[src/rtl/chord_sched_pkg.sv]
// Shared widths and FSM state type for the chord scheduler.
package chord_sched_pkg;
  localparam int NOTE_W = 6;
  localparam int DUR_W  = 6;
  localparam int CNT_W  = 8;

  typedef enum logic {
    IDLE = 1'b0,
    LOAD = 1'b1
  } state_t;
endpackage

[src/rtl/chord_scheduler_if.sv]
// Note-request handshake between a sequencer (master) and the scheduler (slave).
interface chord_scheduler_if;
  import chord_sched_pkg::*;

  logic              req_valid;
  logic [NOTE_W-1:0] req_note;
  logic [DUR_W-1:0]  req_duration;
  logic              req_ready;

  modport master (output req_valid, req_note, req_duration, input req_ready);
  modport slave  (input req_valid, req_note, req_duration, output req_ready);
endinterface

[src/rtl/chord_slot_picker.sv]
// Combinational free-slot selection: round-robin over done slots, or (CHORD_STEAL_EN)
// fall back to the slot with the largest elapsed count when none is done.
module chord_slot_picker
  import chord_sched_pkg::*;
#(
  parameter int NUM_SLOTS = 3,
  parameter int IDX_W     = $clog2(NUM_SLOTS)
) (
  input  logic [NUM_SLOTS-1:0]       slot_done,
  input  logic [DUR_W*NUM_SLOTS-1:0] slot_elapsed,
  input  logic [IDX_W-1:0]           rr_ptr,
  output logic [IDX_W-1:0]           target,
  output logic                       available
);
  logic [NUM_SLOTS-1:0] w_hit;
  logic [IDX_W-1:0]     w_rr_idx;

  for (genvar gi = 0; gi < NUM_SLOTS; gi++) begin : g_hit
    assign w_hit[gi] = slot_done[gi] && (IDX_W'(gi) >= rr_ptr);
  end

  // Descending scans so the lowest index wins; the at-or-above-pointer pass overrides the wrap pass.
  always_comb begin
    w_rr_idx = '0;
    for (int i = NUM_SLOTS - 1; i >= 0; i--)
      if (slot_done[i]) w_rr_idx = IDX_W'(i);
    for (int i = NUM_SLOTS - 1; i >= 0; i--)
      if (w_hit[i]) w_rr_idx = IDX_W'(i);
  end

`ifdef CHORD_STEAL_EN
  logic [IDX_W-1:0] w_max_idx;
  logic [DUR_W-1:0] w_max_val;

  always_comb begin
    w_max_idx = '0;
    w_max_val = slot_elapsed[DUR_W-1:0];
    for (int i = 1; i < NUM_SLOTS; i++)
      if (slot_elapsed[i*DUR_W +: DUR_W] > w_max_val) begin
        w_max_idx = IDX_W'(i);
        w_max_val = slot_elapsed[i*DUR_W +: DUR_W];
      end
  end

  assign available = 1'b1;
  assign target    = (|slot_done) ? w_rr_idx : w_max_idx;
`else
  logic w_unused_elapsed;
  assign w_unused_elapsed = ^slot_elapsed;
  assign available        = |slot_done;
  assign target           = w_rr_idx;
`endif
endmodule

[src/rtl/chord_scheduler.sv]
// Accepts note requests and strobes them into free chord slots, one load per accepted request.
// Optional build macro: CHORD_STEAL_EN (steal the longest-running slot when none is done).
module chord_scheduler
  import chord_sched_pkg::*;
#(
  parameter int NUM_SLOTS = 3
) (
  input  logic                       clk,
  input  logic                       reset,
  input  logic                       play_enable,
  chord_scheduler_if.slave           req,
  input  logic [NUM_SLOTS-1:0]       slot_done,
  input  logic [DUR_W*NUM_SLOTS-1:0] slot_elapsed,
  output logic [NUM_SLOTS-1:0]       load_slot,
  output logic [NOTE_W-1:0]          load_note,
  output logic [DUR_W-1:0]           load_duration,
  output logic [CNT_W-1:0]           notes_issued
);
  localparam int IDX_W = $clog2(NUM_SLOTS);

  state_t            r_state, w_state_next;
  logic [NOTE_W-1:0] r_note;
  logic [DUR_W-1:0]  r_dur;
  logic [IDX_W-1:0]  r_target, r_rr_ptr;
  logic [CNT_W-1:0]  r_issued;
  logic [IDX_W-1:0]  w_target;
  logic              w_available, w_ready, w_accept, w_issue;

  chord_slot_picker #(.NUM_SLOTS(NUM_SLOTS), .IDX_W(IDX_W)) u_picker (
    .slot_done    (slot_done),
    .slot_elapsed (slot_elapsed),
    .rr_ptr       (r_rr_ptr),
    .target       (w_target),
    .available    (w_available)
  );

  assign w_ready       = !reset && (r_state == IDLE) && play_enable && w_available;
  assign w_accept      = req.req_valid && w_ready;
  assign w_issue       = !reset && (r_state == LOAD) && play_enable;
  assign req.req_ready = w_ready;

  always_ff @(posedge clk) begin
    if (reset) r_state <= IDLE;
    else       r_state <= w_state_next;
  end

  always_ff @(posedge clk) begin
    if (reset) begin
      r_note   <= '0;
      r_dur    <= '0;
      r_target <= '0;
      r_rr_ptr <= '0;
      r_issued <= '0;
    end else begin
      if (w_accept) begin
        r_note   <= req.req_note;
        r_dur    <= req.req_duration;
        r_target <= w_target;
      end
      if (w_issue) begin
        r_rr_ptr <= (r_target == IDX_W'(NUM_SLOTS - 1)) ? '0 : r_target + IDX_W'(1);
        r_issued <= r_issued + CNT_W'(1);
      end
    end
  end

  always_comb begin
    w_state_next = r_state;
    case (r_state)
      IDLE:    if (w_accept) w_state_next = LOAD;
      LOAD:    if (play_enable) w_state_next = IDLE;
      default: w_state_next = IDLE;
    endcase
  end

  // Everything reads zero while reset is held, even before the registers clear.
  always_comb begin
    load_slot     = '0;
    if (w_issue) load_slot = NUM_SLOTS'(1) << r_target;
    load_note     = reset ? '0 : r_note;
    load_duration = reset ? '0 : r_dur;
    notes_issued  = reset ? '0 : r_issued;
  end
endmodule

[src/flat_wrapper.sv]
// flat-port wrapper written by rule: the top's interface ports become plain ports
module chord_scheduler_flat import chord_sched_pkg::*;
#(
  parameter int NUM_SLOTS = 3
)
  (clk, reset, play_enable, slot_done, slot_elapsed, load_slot, load_note, load_duration, notes_issued, req_req_valid, req_req_note, req_req_duration, req_req_ready);
  chord_scheduler_if req_i ();
  input  logic clk;
  input  logic reset;
  input  logic play_enable;
  input  logic [NUM_SLOTS-1:0] slot_done;
  input  logic [DUR_W*NUM_SLOTS-1:0] slot_elapsed;
  output logic [NUM_SLOTS-1:0] load_slot;
  output logic [NOTE_W-1:0] load_note;
  output logic [DUR_W-1:0] load_duration;
  output logic [CNT_W-1:0] notes_issued;
  input wire logic [$bits(req_i.req_valid)-1:0] req_req_valid;
  input wire logic [$bits(req_i.req_note)-1:0] req_req_note;
  input wire logic [$bits(req_i.req_duration)-1:0] req_req_duration;
  output wire logic [$bits(req_i.req_ready)-1:0] req_req_ready;
  assign req_i.req_valid = req_req_valid;
  assign req_i.req_note = req_req_note;
  assign req_i.req_duration = req_req_duration;
  assign req_req_ready = req_i.req_ready;
  chord_scheduler #(.NUM_SLOTS(NUM_SLOTS)) u_core (.clk(clk), .reset(reset), .play_enable(play_enable), .req(req_i), .slot_done(slot_done), .slot_elapsed(slot_elapsed), .load_slot(load_slot), .load_note(load_note), .load_duration(load_duration), .notes_issued(notes_issued));
endmodule
[config.mk]
export PLATFORM = sky130hd
export DESIGN_NAME = chord_scheduler_flat
export DESIGN_NICKNAME = d
export VERILOG_FILES = /design/src/rtl/chord_sched_pkg.sv /design/src/rtl/chord_scheduler_if.sv /design/src/rtl/chord_slot_picker.sv /design/src/rtl/chord_scheduler.sv /design/src/flat_wrapper.sv
export SDC_FILE = /design/constraint.sdc
export NUM_CORES = 1
export LEC_CHECK = 0
export ABC_AREA = 0
export ABC_CLOCK_PERIOD_IN_PS = 4300
export CAP_MARGIN = 10
export CORE_AREA = 2 2 56 58
export CTS_BUF_LIST = sky130_fd_sc_hd__clkbuf_4 sky130_fd_sc_hd__clkbuf_8
export CTS_CLUSTER_SIZE = 8
export DETAILED_ROUTE_END_ITERATION = 16
export DIE_AREA = 0 0 58 60
export HOLD_SLACK_MARGIN = 0.12
export PLACE_DENSITY = 0.84
export REMOVE_ABC_BUFFERS = 1
export SLEW_MARGIN = 20
export SYNTH_ARGS = -nofsm -noshare
export SYNTH_HDL_FRONTEND = slang
export SYNTH_SLANG_ARGS = --single-unit
[constraint.sdc]
create_clock -name clk -period 4.3 [get_ports clk]
set_input_delay 1.29 -clock clk [delete_from_list [all_inputs] [get_ports clk]]
set_output_delay 1.29 -clock clk [all_outputs]
set_load 0.01 [all_outputs]
## Word-level counts from Yosys, hierarchy flattened

Index checks and enable logic that the tools add are counted.

| word-level totals | value |
|---|---|
| input port bits | 37 |
| flip-flop bits (word level) | 25 |
| output and inout port bits | 24 |
| memories kept | 0 |
| memory bits (read-only) | 0 |
| RAM bits | 0 |
| bits in latches | 0 |
| logic and storage cells | 39 |

| operators by class | value |
|---|---|
| equality and inequality tests | 1 |
| add/sub/neg operators | 2 |
| bitwise operators | 1 |
| muxes and demuxes | 14 |
| $mul | 0 |
| shifts and indexed selects | 1 |
| reductions and logical operators | 11 |
| divide/modulo/power cells | 0 |
| order comparisons | 3 |

Operators with widths:

| kind | count |
|---|---|
| $mux W2 | 7 |
| $mux W6 | 2 |
| $logic_and A1 B1 Y1 | 9 |
| $add A8 B1 Y8 const B | 1 |
| $mux W8 | 1 |
| $ge A1 B2 Y1 const A | 2 |
| $mux W3 | 1 |
| $reduce_or A3 Y1 | 1 |
| $shl A1 B2 Y3 const A | 1 |
| $add A2 B1 Y2 const B | 1 |
| $eq A2 B2 Y1 const B | 1 |
| $ge A2 B2 Y1 const A | 1 |
| $mux W1 | 2 |
| $pmux W1 S2 | 1 |
| $logic_not A1 Y1 | 1 |
| $not A1 Y1 | 1 |

## Longest topological paths before layout

| logic depth | value |
|---|---|
| depth after elaboration | 7 |
| gate-level depth with buffers | 5 |
| depth with buffers taken out | 5 |

## By module

Synthesis repeated with hierarchy kept, for this count alone.

| second synthesis, totals | value |
|---|---|
| cell total of the unflattened synthesis | 150 |
| area total of the unflattened synthesis | 1,251.2 um2 |

Modules (own cells, without submodules):

| module | area an instance (um2) | cells each | seq. area each (um2) | times used |
|---|---|---|---|---|
| chord_scheduler | 1,193.6 | 142 | 500.5 | 1 |
| chord_slot_picker | 57.6 | 8 | 0.0 | 1 |

## Worst setup path before layout

OpenSTA, ideal clock, no wires.

| timing | value |
|---|---|
| kind | input -> output |
| start | input reset |
| end | output req_req_ready |
| arrival time | 2.135 ns |
| stages | 3 |
| slack | 0.875 ns |
| required time | 3.010 ns |
| buffers on the path | 2 |
| path through | buf_2 buf_1 nor4b_1 |

| on the way | value |
|---|---|
| cells in the longest elaborated chain, start to end | 4 |

RTL lines:

| item | RTL line | text |
|---|---|---|
| start, declared | flat_wrapper.sv:9 | `input logic reset;` |
| $logic_not A1 Y1 | chord_scheduler.sv:37 | `assign w_ready = !reset && (r_state == IDLE) && play_enable && w_available;` |
| $logic_and A1 B1 Y1 (3 in series) | chord_scheduler.sv:37 |  |
| end, declared | flat_wrapper.sv:20 | `output wire logic [$bits(req_i.req_ready)-1:0] req_req_ready;` |

No other way between the ends.

## Final worst setup path

| timing | value |
|---|---|
| start | input reset |
| end | output load_slot[2] |

| on the way | value |
|---|---|
| cells in the longest elaborated chain, start to end | 4 |

RTL lines:

| item | RTL line | text |
|---|---|---|
| $logic_not A1 Y1 | chord_scheduler.sv:39 | `assign w_issue = !reset && (r_state == LOAD) && play_enable;` |
| $logic_and A1 B1 Y1 (2 in series) | chord_scheduler.sv:39 |  |
| $mux W3 | chord_scheduler.sv:79 | `if (w_issue) load_slot = NUM_SLOTS'(1) << r_target;` |
| end, declared | flat_wrapper.sv:13 | `output logic [NUM_SLOTS-1:0] load_slot;` |

No other way between the ends.

==> flow_summary.toml <==
[die]
die-height_um = 60
row_count = 20
core_um2 = 2900
io_pins = 61
die_area_um2 = 3480
start_util = 0.416
fp.dieW_um = 58

[setup_path]
critical_path_class = "in2out"
arrival_ns = 2.84
start_kind = "input port"
critPathMaxFanout = 5
end_kind = "output port"
crit_required_ns = 3.01

[placed_design]
place_hpwl_mm = 1.93
place.port_buffers = 42
post-place-cells = 219
gp_congestion = 0.792

[power]
powerDensity_nw_per_um2 = 237
power_mw = 0.398
leakage_nw = 0.605
ir_worst_vdd_uv = 150

[layout]
syn_to_final_growth_pct = 39.0
seq_area_um2 = 500
final_nets = 229
stdcell_count = 223
multi_input_area_um2 = 654
final_util = 0.579
drive_above_1_share = 0.0579
nFillCells = 282
antennaDiodeCount = 0

[synthesis]
syn_area_per_cell_um2 = 8.17
synth_top_family_by_area = "simple AND/OR/NAND/NOR gates"
synthXorXnorAreaFrac = 0.0362
synth-compound-area-share = 0.118
synth_cells = 148
yosysTopAreaCell = "dfxtp_1"
yosys_register_bits = 25
yosys.area_share.adder = 0.0104
synth_area_leaders = "dfxtp_1 41%, nor2b_1 11%, nand2_1 10%"
ys_types = 32
ys_warn_count = 0
synth.area.mux_share = 0
synth_area_um2 = 1210
synth_top_area_share = 0.414
yosysSeqAreaShare = 0.414
synth-simple-area-share = 0.377

[route]
drtAntennaViolNets = 0
drc = 0
viasPerCell = 4.96
first_pass_iters = 4
routed_wl_mm = 2.50
dr.first_iter.drc_count = 14
post_drt_wl_per_cell_um = 11.2
via_count = 1107

[sta]
maxSlewViolCount = 0
clock.fmax_mhz = 242
hold_violations = 0
tightest_slew_ns = 0.414
slew_headroom = 0.724
period_minus_slack_ns = 4.13
timing.final.crit_share = 0.961
rsz0062_at_grt = "no"
setup_tns_ns = 0
setup_viol = 0
fin_skew_ns = 0.00618

[status]
status = "finished clean"

[grt]
antenna_found_initial = 0
grt_pass1_vias = 967
grt_overflow = 0
grt_max_degree = 25
grt_first_pass_wirelength_mm = 4.06
grtUsageTotal = 0.148

[clock_network]
clock-sinks = 25
clk_latency_ns = 0.31
clkSlewWorstSetupHoldPaths_ns = 0.14
cts_resized = 0
cts_setup_buffers = 0
numCtsBuffers = 3
cts_tree = "yes"
cts_max_level = 1
hold_buffers = 0
clk_path_buf_depth = 2
root_buffer = "clkbuf_4"

[job]
maxCapViolations = 0

[hold_path]
min_path_type = "reg2reg"
routing by layer:
layer | vias to the layer above | part of all wire | global-route usage
li1 | 578 | - | -
met1 | 497 | 0.46 | 0.187
met5 | - | 0 | 0
met2 | 30 | 0.47 | 0.265
met3 | 2 | 0.061 | 0.0216
met4 | 0 | 0.0040 | 0.0399
cell usage in the layout, fill, tap and decap left out, types with 2 or more instances in the layout:
master,synthesis,routed
xnor2_1,3,3
nor2b_1,22,22
nand3_1,2,2
dfxtp_1,25,25
nor3_1,4,4
clkbuf_4,0,3
nand2b_1,2,2
xor2_1,2,2
a21oi_1,19,19
clkdlybuf4s50_1,0,42
buf_4,1,4
nor2_1,7,7
nand2_1,33,33
nor3b_1,3,3
o21ai_0,3,3
stage by stage:
step                cell area (um^2)  setup WS (ns)  hold WS, ns
floorplan                       1160           1.20        0.426
global placement                1650          0.240        0.437
detailed placement              1650          0.158        0.444
CTS                             1680          0.137        0.463
global route                    1680         0.0813        0.487
finish                          1680          0.167        0.459
worst max-delay path, stage by stage:
cell and delay [ns]:
clkdlybuf4s50_1 0.49, nand3b_1 0.24, nor3b_1 0.25, clkdlybuf4s50_1 0.58
final timing paths:
| kind | endpoint | from | cells after the start | slack [ns] |
|---|---|---|---|---|
| worst max register to register | u_core.r_note[2] | u_core.r_state | 4 | 2.83 |
| worst max-delay path | load_slot[2] | reset | 4 | 0.17 |
| worst min-delay path | u_core.r_dur[5] | u_core.r_dur[5] | 2 | 0.46 |
| worst min register to register | u_core.r_dur[5] | u_core.r_dur[5] | 2 | 0.46 |
Yosys cell counts (all sizes together):
library cell,count
xnor2,3
and2b,1
or3,1
clkbuf,2
nor4b,1
nor3b,3
inv,1
o2111ai,1
o211ai,1
nor4,2
nor2b,22
nand3,2
a21oi,19
xor2,2
o31ai,1
nand2,33
nor3,4
nor2,7
nand2b,3
dfxtp,25
o41ai,1
nand3b,1
o21ai,3
and4bb,1
buf,6
nand4b,1
ha,1
cell families (layout without fill, tap and decap cells):
logic type	count (synthesis)	count (layout)
DFF	25	25
xor gates and xnor gates	5	5
adders and majority gates	1	1
buffers and inverters	9	51
and+or+nand+nor	82	82
AOI/OAI and AO/OA	26	26
registers in the layout, indices dropped and copies added (netlist names):
name / count
u_core.r_state: 1
u_core.r_issued: 8
u_core.r_rr_ptr: 2
u_core.r_dur: 6
u_core.r_target: 2
u_core.r_note: 6
where the power goes:
part | total (mW) | internal, mW | leakage (nW) | switching, mW
registers | 0.241 | 0.237 | 0.202 | 0.00427
logic | 0.0517 | 0.0295 | 0.389 | 0.0221
clock network | 0.105 | 0.0354 | 0.0139 | 0.0700
total | 0.398 | 0.302 | 0.605 | 0.0964
final cells by class:
type / count / share of cell area
multi-input combinational: 114 / 0.389
clock buffer: 3 / 0.0134
tap: 33 / 0.0246
timing repair buffer: 46 / 0.268
sequential: 25 / 0.298
inverter: 1 / 0.00223
clock inverter: 1 / 0.00447
No activity file was read; power rests on OpenSTA's default activity.
